==> src/rtl/knn_threshold_filter.sv <==
// Streaming k-NN candidate filter: passes lanes whose distance is within a
// self-adjusting running mean, with warm-up seeding and stall-driven relaxation.
package knn_pkg;
    typedef struct packed {
        logic        valid;
        logic [31:0] distance;
        logic [15:0] x;
        logic [15:0] y;
        logic [15:0] z;
        logic [15:0] addr;
    } knn_entry_t;
endpackage

module knn_threshold_filter
    import knn_pkg::*;
#(
    parameter int LANES       = 4,
    parameter int B           = 32,
    parameter int MEAN_SHIFT  = 2,
    parameter int STALL_LIMIT = 3,
    parameter bit STRICT      = 1'b0
) (
    input  logic                   clock,
    input  logic                   reset_n,
    input  logic                   in_valid,
    output logic                   in_ready,
    input  knn_entry_t [LANES-1:0] in_entries,
    input  logic                   mean_load,
    input  logic [B-1:0]           mean_init,
    input  logic                   flush,
    output logic                   out_valid,
    input  logic                   out_ready,
    output knn_entry_t [LANES-1:0] out_entries,
    output logic [LANES-1:0]       out_take_mask,
    output logic                   out_any_taken,
    output logic [B-1:0]           mean_out,
    output logic                   mean_valid
);

    localparam logic [0:0] ST_WARMUP = 1'b0;
    localparam logic [0:0] ST_RUN    = 1'b1;
    localparam int         SW        = $clog2(STALL_LIMIT + 1);

    logic [0:0]             state_q, state_d;
    logic [B-1:0]           mean_q, mean_d;
    logic [SW-1:0]          stall_q, stall_d;
    logic                   out_valid_q, out_valid_d;
    knn_entry_t [LANES-1:0] out_entries_q, out_entries_d;
    logic [LANES-1:0]       out_take_mask_q, out_take_mask_d;

    logic                   accept;
    logic                   cmp_run;
    logic [B-1:0]           cmp_mean;
    logic [B-1:0]           lane_dist [LANES];
    logic [LANES-1:0]       lane_valid;
    logic [LANES-1:0]       take;
    logic [B-1:0]           sel_dist;
    logic [B:0]             relax_sum;
    logic [B-1:0]           relaxed_mean;
    logic [B-1:0]           shrunk_mean;
    logic [SW-1:0]          stall_inc;

    assign in_ready = reset_n && (!out_valid_q || out_ready);
    // A beat arriving alongside flush is dropped, never registered.
    assign accept   = in_valid && in_ready && !flush;

    // A same-cycle mean_load supplies the threshold for the beat being compared.
    assign cmp_run  = mean_load || (state_q == ST_RUN);
    assign cmp_mean = mean_load ? mean_init : mean_q;

    genvar gi;
    generate
        for (gi = 0; gi < LANES; gi++) begin : g_lane
            logic below;
            assign lane_dist[gi]  = in_entries[gi].distance[B-1:0];
            assign lane_valid[gi] = in_entries[gi].valid;
            if (STRICT) begin : g_strict
                assign below = lane_dist[gi] < cmp_mean;
            end else begin : g_loose
                assign below = lane_dist[gi] <= cmp_mean;
            end
            assign take[gi] = lane_valid[gi] && (!cmp_run || below);
        end
    endgenerate

    // In warm-up take == valid, so this also yields the lowest valid lane.
    always_comb begin
        sel_dist = '0;
        for (int i = LANES - 1; i >= 0; i--) begin
            if (take[i]) begin
                sel_dist = lane_dist[i];
            end
        end
    end

    assign relax_sum    = {1'b0, mean_q} + {1'b0, (mean_q >> MEAN_SHIFT)};
    assign relaxed_mean = (mean_q == '0) ? B'(1) :
                          (relax_sum[B] ? {B{1'b1}} : relax_sum[B-1:0]);
    assign shrunk_mean  = mean_q - ((mean_q - sel_dist) >> MEAN_SHIFT);
    assign stall_inc    = stall_q + 1'b1;

    always_comb begin
        state_d         = state_q;
        mean_d          = mean_q;
        stall_d         = stall_q;
        out_valid_d     = out_valid_q;
        out_entries_d   = out_entries_q;
        out_take_mask_d = out_take_mask_q;

        if (flush) begin
            out_valid_d = 1'b0;
        end else if (accept) begin
            out_valid_d     = 1'b1;
            out_take_mask_d = take;
            for (int i = 0; i < LANES; i++) begin
                out_entries_d[i]       = in_entries[i];
                out_entries_d[i].valid = take[i];
            end
        end else if (out_ready) begin
            out_valid_d = 1'b0;
        end

        if (flush) begin
            state_d = ST_WARMUP;
            mean_d  = '0;
            stall_d = '0;
        end else if (mean_load) begin
            state_d = ST_RUN;
            mean_d  = mean_init;
            stall_d = '0;
        end else if (accept && (|lane_valid)) begin
            if (state_q == ST_WARMUP) begin
                state_d = ST_RUN;
                mean_d  = sel_dist;
            end else if (|take) begin
                mean_d  = shrunk_mean;
                stall_d = '0;
            end else if (stall_inc == SW'(STALL_LIMIT)) begin
                mean_d  = relaxed_mean;
                stall_d = '0;
            end else begin
                stall_d = stall_inc;
            end
        end
    end

    always_ff @(posedge clock) begin
        if (!reset_n) begin
            state_q         <= ST_WARMUP;
            mean_q          <= '0;
            stall_q         <= '0;
            out_valid_q     <= 1'b0;
            out_entries_q   <= '0;
            out_take_mask_q <= '0;
        end else begin
            state_q         <= state_d;
            mean_q          <= mean_d;
            stall_q         <= stall_d;
            out_valid_q     <= out_valid_d;
            out_entries_q   <= out_entries_d;
            out_take_mask_q <= out_take_mask_d;
        end
    end

    assign out_valid     = out_valid_q;
    assign out_entries   = out_entries_q;
    assign out_take_mask = out_take_mask_q;
    assign out_any_taken = |out_take_mask_q;
    assign mean_out      = mean_q;
    assign mean_valid    = (state_q == ST_RUN);

endmodule

==> config.mk <==
export PLATFORM = sky130hd
export DESIGN_NAME = knn_threshold_filter
export DESIGN_NICKNAME = d
export VERILOG_FILES = /design/src/rtl/knn_threshold_filter.sv
export SDC_FILE = /design/constraint.sdc
export NUM_CORES = 1
export LEC_CHECK = 0
export CAP_MARGIN = 20
export CORE_AREA = 3 3 329 331
export DETAILED_ROUTE_END_ITERATION = 8
export DIE_AREA = 0 0 332 334
export PLACE_DENSITY = 0.57
export SLEW_MARGIN = 20
export SYNTH_ARGS = -nofsm -noshare
export SYNTH_HDL_FRONTEND = slang
export SYNTH_SLANG_ARGS = --single-unit
==> constraint.sdc <==
create_clock -name clock -period 10.96 [get_ports clock]
set_clock_uncertainty 0.2 [all_clocks]
set_input_delay 2.192 -clock clock [delete_from_list [all_inputs] [get_ports clock]]
set_output_delay 2.192 -clock clock [all_outputs]
set_load 0.05 [all_outputs]
Word level (Yosys, flattened, before mapping). Index checks and enable logic that the tools add are counted.

Register bits after elaboration: 428. Output and inout bits: 428.

$lt $le $gt $ge: 4. Reductions and logical operators: 28. Bitwise operators: 2. Add/subtract/negate cells: 4. Equal/unequal tests: 2. Multiplexer cells: 18.

Operators with widths (count): two-way mux 32 bit (12); less-or-equal comparator 32 bit (4); adder 32 x 30 -> 33 bit (1); zero test 32 bit (1); subtractor 32 x 30 -> 32 bit (1); subtractor 32 bit (1); OR reduction 4 bit (3); logical AND 1 bit (8); logical OR 1 bit (6); AND reduction 2 bit (3); two-way mux 1 bit (4); two-way mux 2 bit (2); != test 4 x 2 -> 1 bit (second input constant) (1); nonzero test 2 bit (2); zero test 1 bit (3); OR reduction 3 bit (1); adder 2 x 1 -> 2 bit (second input constant) (1); == test 2 bit (second input constant) (1); NOT 1 bit (2); OR reduction 2 bit (1).

Depth between registers and ports, before layout. Gate-level depths: netlist of the first run.

Depth after elaboration: 14. Depth in mapped cells: 44. Mapped depth without buffers: 39.

Worst setup path after synthesis of the first run. OpenSTA, ideal clock, no wires.

Path type: input to register. Start: in mean_load. End: reg mean_q[31] (netlist: mean_out[31]). Required time: 10.674 ns. Slack: 0.053 ns. Arrival time: 10.621 ns. Buffers on the path: 7. Setup time: 0.086 ns. Cell stages on the path: 41. Cell sequence: clkbuf_1 -> buf_1 -> clkbuf_1 -> mux2i_1 -> ha_1 -> a21oi_1 -> nand2_1 -> a221oi_1 -> a31oi_1 -> o32ai_2 -> clkbuf_1 -> buf_2 -> clkbuf_1 -> nor3_1 -> a21oi_1 -> ha_1 -> clkbuf_1 -> a21oi_1 -> [... 5 more ...] -> o21ai_0 -> a31oi_4 -> a22o_1 -> o21ai_1 -> nor2b_1 -> o21ai_1 -> xnor2_1 -> ha_1 -> a21oi_1 -> o21ai_0 -> a21o_1 -> a221oi_1 -> nor2b_1 -> a311o_1 -> nand2_1 -> a31oi_1 -> mux2_2 -> a211oi_1.

Cells in the longest elaborated chain, start to end: 14. Elaborated cells between the ends (all ways): 29. Those cells by class: add/sub (2); order compare (4); eq/ne (1); mux (9); reduce/logical (13).

RTL lines: start: declaration (line 28) `input logic mean_load,`; two-way mux 32 bit / logical OR 1 bit (equally long branches) (line 69, 68); less-or-equal comparator 32 bit / zero test 1 bit (equally long branches) (line 80, 82); logical OR 1 bit (line 82) `assign take[gi] = lane_valid[gi] && (!cmp_run || below);`; logical AND 1 bit (line 82); two-way mux 32 bit (4 in a row) (line 90) `if (take[i]) begin`; subtractor 32 bit (line 99) `assign shrunk_mean = mean_q - ((mean_q - sel_dist) >> MEAN_SHIFT);`; subtractor 32 x 30 -> 32 bit (line 99); two-way mux 32 bit (line 135) `end else if (|take) begin`; two-way mux 32 bit (line 132) `if (state_q == ST_WARMUP) begin`; two-way mux 32 bit (line 131) `end else if (accept && (|lane_valid)) begin`; two-way mux 32 bit (line 127) `end else if (mean_load) begin`; end signal: assignment (line 157) `mean_q <= mean_d;`; end: declaration (line 45) `logic [B-1:0] mean_q, mean_d;`.

Several ways; a longest one is shown, not always the timed one. The select of a mux whose other input is x is not followed. A chain may end at the register's enable or synchronous reset.

Final worst setup path of the first run. Same ends and word-level chain as after synthesis.

==> results of run 1 <==
## metrics by stage
step	worst slack [ns]	total power (µW)	instances
2_1_floorplan	0.0531	2540	3114
3_3_place_gp	0.256	3170	5272
3_5_place_dp	0.0640	3170	5272
4_1_cts	0.713	5100	5378
5_1_grt	0.130	5270	5380
6_report	0.609	5040	5385
## power groups by stage
stage	logic, µW	clock network, µW	registers (µW)
after global routing	1620	2010	1650
final	1510	1890	1640
after CTS	1500	1960	1640
after floorplan	696	0	1850
after global placement	1490	0	1670
after detailed placement	1490	0	1670
## worst max path at each step
stage	start	to	slack [ns]	depth (start not counted)
CTS	mean_load	mean_out[31]	0.71	32
global placement	mean_load	mean_out[24]	0.26	38
floorplan	mean_load	mean_out[31]	0.05	41
global route	mean_load	mean_out[31]	0.13	32
detailed placement	mean_load	mean_out[31]	0.06	32
finish	mean_load	mean_out[31]	0.61	32
## worst max-delay path: cells and delay by family
family / cells / cell delay [ns]
adder cells (fa/ha/maj): 3 / 0.90
buffers and inverters: 3 / 1.04
AND/OR/NAND/NOR: 8 / 1.75
multiplexers: 3 / 1.04
AO/OA/AOI/OAI: 14 / 3.57
XOR/XNOR: 1 / 0.13
## cell usage in the layout (no fill, tap or decap), types with 5 or more instances in the layout
cell type and instances:
a211oi_1 7, a21boi_0 396, a21o_1 47, a21oi_1 161
a221oi_1 20, a22oi_1 7, a311o_1 7, a31oi_1 28
and3_1 11, buf_4 97, clkbuf_1 15, clkbuf_16 56
clkbuf_8 13, clkdlybuf4s50_1 851, clkinv_2 7, dfxtp_1 424
diode_2 7, ha_1 218, inv_1 34, mux2i_1 69
nand2_1 890, nand2b_1 21, nand3_1 27, nand4_1 37
nor2_1 78, nor2b_1 39, nor3_1 21, nor4_1 18
o211ai_1 12, o21a_1 20, o21ai_0 121, o21ai_1 14
o21bai_1 9, or3_1 10, or4_1 5, xnor2_1 41
xor2_1 33
## registers in the layout (all words and copies together), names as in the netlist
name           count
out_entries      385
mean_out          32
out_take_mask      3
stall_q            2
mean_valid         1
out_valid          1
## routing by layer
metal / GRT usage, % / part of all wire (%) / vias to the layer above
li1: - / - / 12600
met2: 38.1 / 46 / 961
met5: 0 / 0.075 / -
met4: 4.82 / 2.0 / 16
met3: 5.90 / 7.7 / 135
met1: 31.4 / 45 / 12400
## final cells by class
class                           count  area [µm²]  area share, %
Multi-Input combinational cell   2469       15500           41.8
Tap cell                         1391        1740           4.69
Sequential cell                   424        8490           22.9
Clock inverter                     22         259          0.697
Clock buffer                       84        1640           4.41
Antenna cell                        7        17.5         0.0472
Inverter                           34         128          0.344
Timing Repair Buffer              954        9350           25.2
## kinds of logic (layout without fill, tap and decap cells)
kind of cell / Yosys count / after routing / synth area share [%]
AOI/OAI and AO/OA: 911 / 911 / 25.3
xor gates and xnor gates: 74 / 74 / 2.61
adders and majority gates: 220 / 220 / 11.1
buffers and inverters: 221 / 1094 / 3.55
DFF: 424 / 424 / 34.2
muxes: 71 / 71 / 2.87
other: 0 / 7 / 0
and+or+nand+nor: 1193 / 1193 / 20.3
==> metrics.md, run 1 <==
| Metric | Value |
|---|---|
| Worst VDD drop | 0.115 mV |
| Worst skew pair latency | between 0.6 and 0.7 ns |
| Hold path cells | 2 |
| MaxCap Viol Count | 0 |
| Status | finished, final reports clean |
| Post-CTS Hold Buffers | 0 |
| R2r worst-path depth | 33 |
| I/O pins | approximately 850 |
| H-tree depth | 2 |
| Most common cell in the netlist | nand2_1 |
| Final Hold Vio Count | 0 |
| F_max | 0.0966 GHz |
| CTS tree | done |
| Area leader, netlist | dfxtp_1 |
| Most common cell on crit path | ha_1 |
| PwrDens | roughly 140 mW/mm² |
| Share of the synthesized area in the top cell type | 34.2% |
| Clock slew at the register clock pins of the worst setup and hold paths | approximately 0.060 ns |
| Worst slew margin | between 15 and 20% |
| Setup bufs post-CTS | 0 |
| Net switching power | 1720 µW |
| Crit share post-route | between 90 and 100% |
| Routed Antenna Nets | 0 |
| Critical Path Max Stage Delay | 0.55 ns |
| GRT Residual Overflow | 0 |
| Final setup viols | 0 |
| Fin Hold WS | 0.261 ns |
| Synth Instances | 3114 |
| Fin. max-slew vios | 0 |
| Placeable Area | roughly 0.11 mm² |
| HP Start | out_entries[191] |
| Fill cell count | 11000 |
| Gr usage total | a little under a quarter |
| LEAKAGE | 0.0140 µW |
| Die area | 0.111 mm² |
| Number of synthesized flops with an enable pin | 0 |
| Root buffer cell | clkbuf_16 |
| Clock sinks | 424 |
| Post-synthesis cell type count | 90 |
| Final design utilization | 35.2% |
| GPL Wtd Cong | a little over 0.9 |
| Share of layout cells above drive strength 1 | under 10% |
| DP Wirelength | 110 mm |
| Largest buffer count on any clock path | 3 |
| Input/output buffers | between 800 and 900 |
| CTS Buf Count | 56 |
| CP Class | input port to flop |
| Largest net degree at the start of global routing | 189 |
| WP data required | between 10 and 15 ns |
| Critical R2R Capture | mean_out[31] |
| Synth top area cells | dfxtp_1 (34%), nand2_1 (13%), a21boi_0 (12%), ha_1 (11%), a21oi_1 (3.2%) |
| Internal | 3320 µW |
| Fin area | 0.0371 mm² |
| TNS Setup | 0 ns |
| Slowest CP cell | a21oi_2 |
| FF-to-FF setup slack | approximately 2.2 ns |
| Yosys warning total | 0 |
| Ys async rst share | 0% |
| Crit end category | flop |
| Sequential fraction of the synthesis area | 34.2% |
| Min cycle time layout | 10.35 ns |
| DRC violations left | 0 |
| WL per Instance | 25.4 µm |
| Die height | 334 µm |
| Via density | around 4.8 |
| Fin nets | approximately 4600 |
| WHS Endpoint | out_entries[191] |
| Synth top cells by count | nand2_1 (890), dfxtp_1 (424), a21boi_0 (396) |
| Vias in the first global route | 24400 |
| CP Launch Type | input port |
| Dpl cell area | 0.0352 mm² |
| Num rows | 119 |
| CP max FO | 17 |
| Syn_area_per_cell | 7.98 µm² |
| DRT Pass-1 Iters | 5 |
| Flop pwr share | around a third |
| Clock share of power | 37.6% |
| Initial antenna violation count | 33 |
| Sw frac | roughly 34% |
| First-pass GRT wire length | 189 mm |
| Post-Syn Nets | 3760 |
| Initial Utilization | a little under a quarter |
| Hold Crit Class | flop to flop |
| Iter 0 DRT Violations | ~2200 |
| Combinational share of power | 29.9% |
| Worst r2r src | mean_out[0] |
| Post_cts resized | 0 |
| Area Growth Syn to Fin | 49.4% |
| Worst slew pin tran | between 1 and 1.5 ns |
| Mapped Area | 0.0249 mm² |
| Via count | 26100 |
| Die Width | 332 µm |
| Seq cells post-synth | 424 |
| Final wirelength | 137 mm |
| CP Data Arrival Time | 10.68 ns |
| Ys flop type | dfxtp_1 |
| RSZ-0062 raised after global routing | no |
(Power assumes the default switching activity.)
==> run 2, diff against run 1 <==
- HOLD_SLACK_MARGIN: default -> 0.15
==> results of run 2 <==
No change in the layout: final DEF, timing and power equal those of run 1.
==> run 3, diff against run 2 <==
- GPL_ROUTABILITY_DRIVEN: default -> 1
==> results of run 3 <==
No change in the layout: final DEF, timing and power equal those of run 1.
